File: config.mk
export PLATFORM = sky130hd
export DESIGN_NAME = uart_receiver_param
export DESIGN_NICKNAME = d
export VERILOG_FILES = /design/src/rtl/uart_receiver_param.sv
export SDC_FILE = /design/constraint.sdc
export NUM_CORES = 1
export LEC_CHECK = 0
export ABC_AREA = 1
export ABC_CLOCK_PERIOD_IN_PS = 3900
export BUFFER_PORTS_ARGS = -buffer_cell sky130_fd_sc_hd__buf_4
export CELL_PAD_IN_SITES_DETAIL_PLACEMENT = 1
export CELL_PAD_IN_SITES_GLOBAL_PLACEMENT = 1
export CORE_ASPECT_RATIO = 0.9
export CORE_MARGIN = 10
export CORE_UTILIZATION = 44
export DETAILED_ROUTE_END_ITERATION = 8
export PLACE_DENSITY_LB_ADDON = 0.12
export SETUP_SLACK_MARGIN = 0.15
export SYNTH_ARGS = -nofsm -noshare
export SYNTH_HDL_FRONTEND = slang
export SYNTH_SLANG_ARGS = --single-unit
export TNS_END_PERCENT = 100
File: constraint.sdc
create_clock -name clk -period 3.9 [get_ports clk]
set_input_delay 0 -clock clk [delete_from_list [all_inputs] [get_ports clk]]
set_output_delay 0 -clock clk [all_outputs]
set_load 0.03 [all_outputs]
File: src/rtl/uart_receiver_param.sv
// rtl/uart_receiver_param.sv - oversampling UART receiver with configurable width, parity and stop bits
module uart_receiver_param #(
    parameter int DATA_BITS  = 8,
    parameter int OVERSAMPLE = 16,
    parameter int PARITY_EN  = 0,
    parameter int PARITY_ODD = 0,
    parameter int STOP_BITS  = 1
) (
    input  logic                 clk,
    input  logic                 rst,
    input  logic                 s_tick,
    input  logic                 rx,
    output logic [DATA_BITS-1:0] rx_data,
    output logic                 rx_done,
    output logic                 parity_err,
    output logic                 frame_err,
    output logic                 rx_busy
);
    localparam int TW = $clog2(OVERSAMPLE);
    localparam int BW = $clog2(DATA_BITS + 1);
    localparam logic [TW-1:0] TICK_MID  = TW'(OVERSAMPLE / 2 - 1);
    localparam logic [TW-1:0] TICK_LAST = TW'(OVERSAMPLE - 1);
    localparam logic [BW-1:0] BIT_LAST  = BW'(DATA_BITS - 1);
    localparam logic [BW-1:0] STOP_LAST = BW'(STOP_BITS - 1);
    localparam logic          ODD       = (PARITY_ODD != 0);

    typedef enum logic [2:0] {S_IDLE, S_START, S_DATA, S_PARITY, S_STOP} state_t;

    state_t               r_state;
    logic                 r_sync;
    logic                 r_rx_s;
    logic                 r_rx_p;
    logic [TW-1:0]        r_tick;
    logic [BW-1:0]        r_bit;
    logic [DATA_BITS-1:0] r_shift;
    logic                 r_perr_pend;
    logic                 r_ferr_pend;
    logic [DATA_BITS-1:0] r_data;
    logic                 r_done;
    logic                 r_perr;
    logic                 r_ferr;
    logic                 r_busy;

    always_ff @(posedge clk) begin
        if (rst) begin
            r_state     <= S_IDLE;
            r_sync      <= 1'b1;
            r_rx_s      <= 1'b1;
            r_rx_p      <= 1'b1;
            r_tick      <= '0;
            r_bit       <= '0;
            r_shift     <= '0;
            r_perr_pend <= 1'b0;
            r_ferr_pend <= 1'b0;
            r_data      <= '0;
            r_done      <= 1'b0;
            r_perr      <= 1'b0;
            r_ferr      <= 1'b0;
            r_busy      <= 1'b0;
        end else begin
            r_sync <= rx;
            r_rx_s <= r_sync;
            r_rx_p <= r_rx_s;
            r_done <= 1'b0;
            case (r_state)
                S_IDLE: begin
                    // Edge-triggered start: a line stuck low never re-arms a frame
                    if (r_rx_p && !r_rx_s) begin
                        r_tick      <= '0;
                        r_perr_pend <= 1'b0;
                        r_ferr_pend <= 1'b0;
                        r_state     <= S_START;
                    end
                end
                S_START: begin
                    r_busy <= 1'b1;
                    if (s_tick) begin
                        if (r_tick == TICK_MID) begin
                            if (!r_rx_s) begin
                                r_tick  <= '0;
                                r_bit   <= '0;
                                r_state <= S_DATA;
                            end else begin
                                r_busy  <= 1'b0;
                                r_state <= S_IDLE;
                            end
                        end else begin
                            r_tick <= r_tick + TW'(1);
                        end
                    end
                end
                S_DATA: begin
                    if (s_tick) begin
                        if (r_tick == TICK_LAST) begin
                            r_tick  <= '0;
                            r_shift <= {r_rx_s, r_shift[DATA_BITS-1:1]};
                            if (r_bit == BIT_LAST) begin
                                r_bit   <= '0;
                                r_state <= (PARITY_EN != 0) ? S_PARITY : S_STOP;
                            end else begin
                                r_bit <= r_bit + BW'(1);
                            end
                        end else begin
                            r_tick <= r_tick + TW'(1);
                        end
                    end
                end
                S_PARITY: begin
                    if (s_tick) begin
                        if (r_tick == TICK_LAST) begin
                            r_tick      <= '0;
                            r_perr_pend <= ((^r_shift) ^ r_rx_s) != ODD;
                            r_state     <= S_STOP;
                        end else begin
                            r_tick <= r_tick + TW'(1);
                        end
                    end
                end
                S_STOP: begin
                    if (s_tick) begin
                        if (r_tick == TICK_LAST) begin
                            r_tick <= '0;
                            // Finish at mid stop bit so a back-to-back start edge is caught
                            if (r_bit == STOP_LAST) begin
                                r_data  <= r_shift;
                                r_perr  <= (PARITY_EN != 0) && r_perr_pend;
                                r_ferr  <= r_ferr_pend | ~r_rx_s;
                                r_done  <= 1'b1;
                                r_busy  <= 1'b0;
                                r_bit   <= '0;
                                r_state <= S_IDLE;
                            end else begin
                                r_ferr_pend <= r_ferr_pend | ~r_rx_s;
                                r_bit       <= r_bit + BW'(1);
                            end
                        end else begin
                            r_tick <= r_tick + TW'(1);
                        end
                    end
                end
                default: r_state <= S_IDLE;
            endcase
        end
    end

    assign rx_data    = r_data;
    assign rx_done    = r_done;
    assign parity_err = r_perr;
    assign frame_err  = r_ferr;
    assign rx_busy    = r_busy;
endmodule

### Yosys cells after proc, flatten, opt, wreduce, memory -nomap -nowiden

Index checks and enable logic that the tools add are counted.

* register bits: 34
* bits of input ports: 4
* output and inout bits: 12
* logic and storage cells: 100

* $add $sub $neg: 2
* equality and inequality tests: 22
* muxes and demuxes: 42
* bitwise operators: 5
* reduce and logical (&&, ||, !) cells: 17

Operator list (count)
* 2-to-1 mux 4 bit: 14
* 2-to-1 mux 3 bit: 11
* != test 2 bit, second input constant: 13
* case mux 4 bit (3 select lines): 2
* case mux 3 bit (5 select lines): 1
* 2-to-1 mux 1 bit: 11
* AND reduction 11 bit: 1
* AND reduction 5 bit: 2
* adder 4 x 1 -> 4 bit, second input constant: 2
* == test 4 x 3 -> 1 bit, second input constant: 2
* AND reduction 4 bit: 2
* AND reduction 8 bit: 1
* == test 3 x 2 -> 1 bit, second input constant: 2
* nonzero test 3 bit: 2
* == test 4 bit, second input constant: 1
* logical NOT 4 bit: 1
* NOT 1 bit: 4
* case mux 1 bit (2 select lines): 2
* nonzero test 2 bit: 2
* OR reduction 4 bit: 1
* == test 3 x 1 -> 1 bit, second input constant: 1
* == test 3 bit, second input constant: 1
* logical NOT 3 bit: 1
* != test 3 bit, second input constant: 1
* 7 further kinds: 7

### Longest topological paths before layout

* depth in word-level cells: 6
* mapped depth: 10
* mapped depth without buffers: 10

### Worst setup path after synthesis

Ideal clock, no wire load.

* path kind: reg-to-reg
* from: register r_tick[0]
* to: register r_state[0]
* library setup time: 0.115 ns
* data arrival time: 1.285 ns
* required time: 3.785 ns
* path slack: 2.500 ns
* stages on the path, launching flop included: 9
* path buffers: 0
* clock period less this slack: 1.400 ns
* cells stage by stage: dfxtp_1 > ha_1 > nand4_1 > nand2_1 > nand3_1 > nor2_2 > nand3_1 > nand2_1 > nor2_1

* cells in the longest elaborated chain, start to end: 3
* elaborated cells on any way between the ends: 7
* those cells by class: eq/ne (6); reduce/logical (1)

Ends and longest elaborated chain
* start: declaration: RTL line 33 `logic [TW-1:0] r_tick;`
* start signal: assignment: RTL line 88 `r_tick <= r_tick + TW'(1);`
* start signal: assignment: RTL line 104 `r_tick <= r_tick + TW'(1);`
* start signal: assignment: RTL line 115 `r_tick <= r_tick + TW'(1);`
* == test 4 bit or == test 4 x 3 -> 1 bit (tied branches)
* != test 2 bit (no source line)
* AND reduction 11 bit (no source line) (*)
* end signal: assignment: RTL line 99 `r_state <= (PARITY_EN != 0) ? S_PARITY : S_STOP;`
* end: declaration: RTL line 29 `state_t r_state;`

Mark *: on every way between the ends. The rest lies on a longest branch, timed or not.
A chain may end at the register's enable or synchronous reset.

### Worst setup path in the final report

* from: register r_tick[0]
* to: register r_state[1]

The elaborated chain is that of the path after synthesis.

==> results by group <==
Detailed routing
  – DR DRC count: 0
  – Post-route ant nets: 0
  – Number of design-rule violations left by the first detailed-router iteration: 53
  – Detailed-routing iteration count for the pre-antenna-repair pass: 4
  – Drt total wl: 4090 um
  – Number of vias in the routed layout: 1581
  – Average wire per standard cell: 12.9 um
  – Via density per instance: 5.00

Global route
  – Antenna violations before repair: 0
  – Aggregate global routing overflow: 0
  – Pin count of the biggest net entering global routing: 28
  – Total global-route track usage: 12.7%
  – Via count of the first global-routing pass: 1562
  – Wire length of the first global-routing pass: 7170 um

CTS
  – Clock-pin slew of the registers on the worst-case setup and hold paths: 70 ps
  – TritonCTS clock tree: built
  – Clock latency reported for the late side of the worst-skew pair: 280 ps
  – Cell at the root of the clock tree: sky130_fd_sc_hd__clkbuf_8
  – H-tree lvl count: 2
  – Max Root-Sink Buffers: 2
  – CTS Sinks: 34
  – Number of clock buffers inserted by TritonCTS: 5

Synthesis
  – Post-synth net total: 255
  – Yosys warning count: 0
  – Summed instance area of the synthesized netlist: 1680 um^2
  – Synthesized instance count: 248
  – Unique cell type count in the Yosys netlist: 26
  – Register bit count reported by yosys: 34
  – Mean instance size in the synthesized netlist: 6.78 um^2
  – Sequential area share after synthesis: 40.5%

STA
  – Total count of hold-check failures in the final report: 0
  – Setup-violating endpoint count in the final report: 0
  – Setup slack of the critical path after layout: 2220 ps
  – Max Transition Viols Final: 0
  – RSZ-0062 raised after global routing: false
  – Post-route fraction of the period consumed by the critical path: 43.1%
  – Max frequency: 594 MHz
  – Least-Margin Pin Slew: 772 ps
  – Final critical-path required period: 1680 ps
  – Accumulated negative setup slack: 0 ps
  – Worst Skew: 3.68 ps
  – Worst slew margin: 48.5%

Placed design
  – Final Wtd Congestion: 0.797
  – Placement Setup Slack: 2220 ps
  – Placed wire-length estimate: 3070 um
  – Number of input and output port buffers inserted: 14

Die
  – Die ar.: 6690 um^2
  – Initial Util: 45.4%
  – DIE WIDTH: 85.1 um
  – Placeable core area: 3700 um^2
  – Row Count: 21
  – Ports: 16
  – Die Ht: 78.6 um

Cells and area
  – Leading cell type in the layout, fill and taps excluded: sky130_fd_sc_hd__nand2_1
  – Area overhead of the layout relative to synthesis: 16.0%
  – Final layout net count: 276
  – Commonest cells after routing, fill and taps aside: sky130_fd_sc_hd__nand2_1, sky130_fd_sc_hd__nor2_1, sky130_fd_sc_hd__dfxtp_1, sky130_fd_sc_hd__nand3_1, sky130_fd_sc_hd__o21ai_0
  – Antenna diode count: 0
  – Proportion of layout cells with a drive suffix above 1: 16.7%

Worst setup path
  – Cell with the largest stage delay on the worst path: sky130_fd_sc_hd__dfxtp_1
  – Type of the worst setup path: reg2reg
  – Critical Path End Type: flop
  – Worst path cell trace: ha_1 -> nand4_1 -> nand2_1 -> nand3_1 -> nor2_2 -> nand3_1 -> nand2_1 -> nor2_1
  – Critical Path RT: 4080 ps
  – Data arrival, critical path: 1860 ps
  – Largest driver fanout on the critical path: 6
  – Max incr delay on CP: 350 ps
  – Launching element type of the critical path: flop

Power and ir drop
  – Leakage power total: 0.901 nW
  – Power per cell area: 677 nW/um^2
  – Peak ir drop on the vdd network: 0.000405 V

Hold path
  – Worst hold path type: in2reg

Status
  – Status: finished, final reports clean

Flow run
  – Number of max-cap violations: 0
-- through the flow --
stage | instances | power, mW | util [%] | hold WS (ps) | cell area (um^2)
after CTS | 316 | 1.33 | 52.6 | 161 | 1950
after global placement | 305 | 1.04 | 49.3 | 185 | 1830
after floorplan | 248 | 0.929 | - | 69.1 | 1680
after detailed placement | 305 | 1.06 | 49.3 | 189 | 1830
final | 316 | 1.32 | 52.6 | 164 | 1950
after global routing | 316 | 1.45 | 52.6 | 190 | 1950
-- kinds of logic (layout without fill, tap and decap cells) --
kind of cell             count (synthesis)  count (layout)  share of synthesized area, %
AND/OR/NAND/NOR                        151             151                          40.3
AO/OA/AOI/OAI                           35              35                          10.9
other                                    1               1                         0.223
flip-flops                              34              34                          40.5
buffers and inverters                   23              45                          5.36
adder cells (fa/ha/maj)                  3               3                          2.23
XOR/XNOR                                 1               1                         0.521
-- synth_stat cells --
library cell | instances | share of area, %
sky130_fd_sc_hd__nand2_2 | 5 | 1.9
sky130_fd_sc_hd__nand2_1 | 55 | 12
sky130_fd_sc_hd__nor3_1 | 1 | 0.30
sky130_fd_sc_hd__nor2_1 | 52 | 12
sky130_fd_sc_hd__inv_1 | 15 | 3.4
sky130_fd_sc_hd__nand4_1 | 2 | 0.74
sky130_fd_sc_hd__nor2_2 | 5 | 1.9
sky130_fd_sc_hd__conb_1 | 1 | 0.22
sky130_fd_sc_hd__inv_2 | 5 | 1.1
sky130_fd_sc_hd__nand3_1 | 22 | 6.6
sky130_fd_sc_hd__o21ai_1 | 1 | 0.30
sky130_fd_sc_hd__a21boi_0 | 1 | 0.45
sky130_fd_sc_hd__nand2_4 | 2 | 1.3
sky130_fd_sc_hd__or2_2 | 2 | 0.74
sky130_fd_sc_hd__nor2_4 | 3 | 2.0
sky130_fd_sc_hd__nand3_2 | 1 | 0.60
sky130_fd_sc_hd__dfxtp_1 | 34 | 41
sky130_fd_sc_hd__a21oi_1 | 11 | 3.3
sky130_fd_sc_hd__or2_1 | 1 | 0.37
sky130_fd_sc_hd__buf_4 | 1 | 0.45
sky130_fd_sc_hd__xor2_1 | 1 | 0.52
sky130_fd_sc_hd__o21ai_0 | 20 | 6.0
sky130_fd_sc_hd__o21ai_2 | 1 | 0.52
sky130_fd_sc_hd__a31oi_1 | 1 | 0.37
sky130_fd_sc_hd__ha_1 | 3 | 2.2
sky130_fd_sc_hd__clkbuf_1 | 2 | 0.45
-- worst max-delay path, delay by kind of cell, from the launching register on --
kind,cells,cell delay (ps)
adders and majority gates,1,260
DFF,1,350
and+or+nand+nor,7,970
-- report_power, final --
part | total, mW | leakage (nW) | switching [mW] | internal (mW)
sequential | 0.452 | 0.276 | 0.0601 | 0.391
combinational | 0.601 | 0.577 | 0.401 | 0.200
clock | 0.268 | 0.0482 | 0.126 | 0.142
total | 1.32 | 0.901 | 0.587 | 0.734
-- per-layer routing --
layer	vias up	GRT usage, %	share of wire [%]
met5	-	0	0
met4	0	4.44	0.86
met3	5	3.51	3.0
met2	14	19.5	43
met1	730	16.5	53
li1	832	-	-
-- cell type report --
type	count	area [um^2]
multi-input combinational	191	910
tap	46	57.6
timing repair buffer	17	135
inverter	20	75.1
clock inverter	1	5.00
fill	500	1760
clock buffer	7	86.3
sequential	34	681
-- state kept, by name, indices dropped and copies added (netlist names) --
| register | flops |
|---|---|
| r_state | 3 |
| rx_data | 8 |
| frame_err | 1 |
| r_tick | 4 |
| r_rx_s | 1 |
| rx_busy | 1 |
| r_sync | 1 |
| rx_done | 1 |
| r_bit | 4 |
| r_rx_p | 1 |
| r_shift | 8 |
| r_ferr_pend | 1 |
-- final timing paths --
check | end | cells past startpoint | start | slack, ps
max | r_state[1] | 8 | r_tick[0] | 2220
min | r_bit[2] | 5 | s_tick | 160
max reg2reg | r_state[1] | 8 | r_tick[0] | 2220
min reg2reg | r_rx_s | 1 | r_sync | 420
-- what timing repair did --
action | 4_1_cts | 5_1_grt
hold buffers | 3 | 0
buffers inserted | 0 | 0
endpoints found under the hold margin | 7 | 0
endpoints found under the setup margin | 0 | 0
resized for setup | 0 | 0
Note: power is estimated with default switching activity, not from simulation.
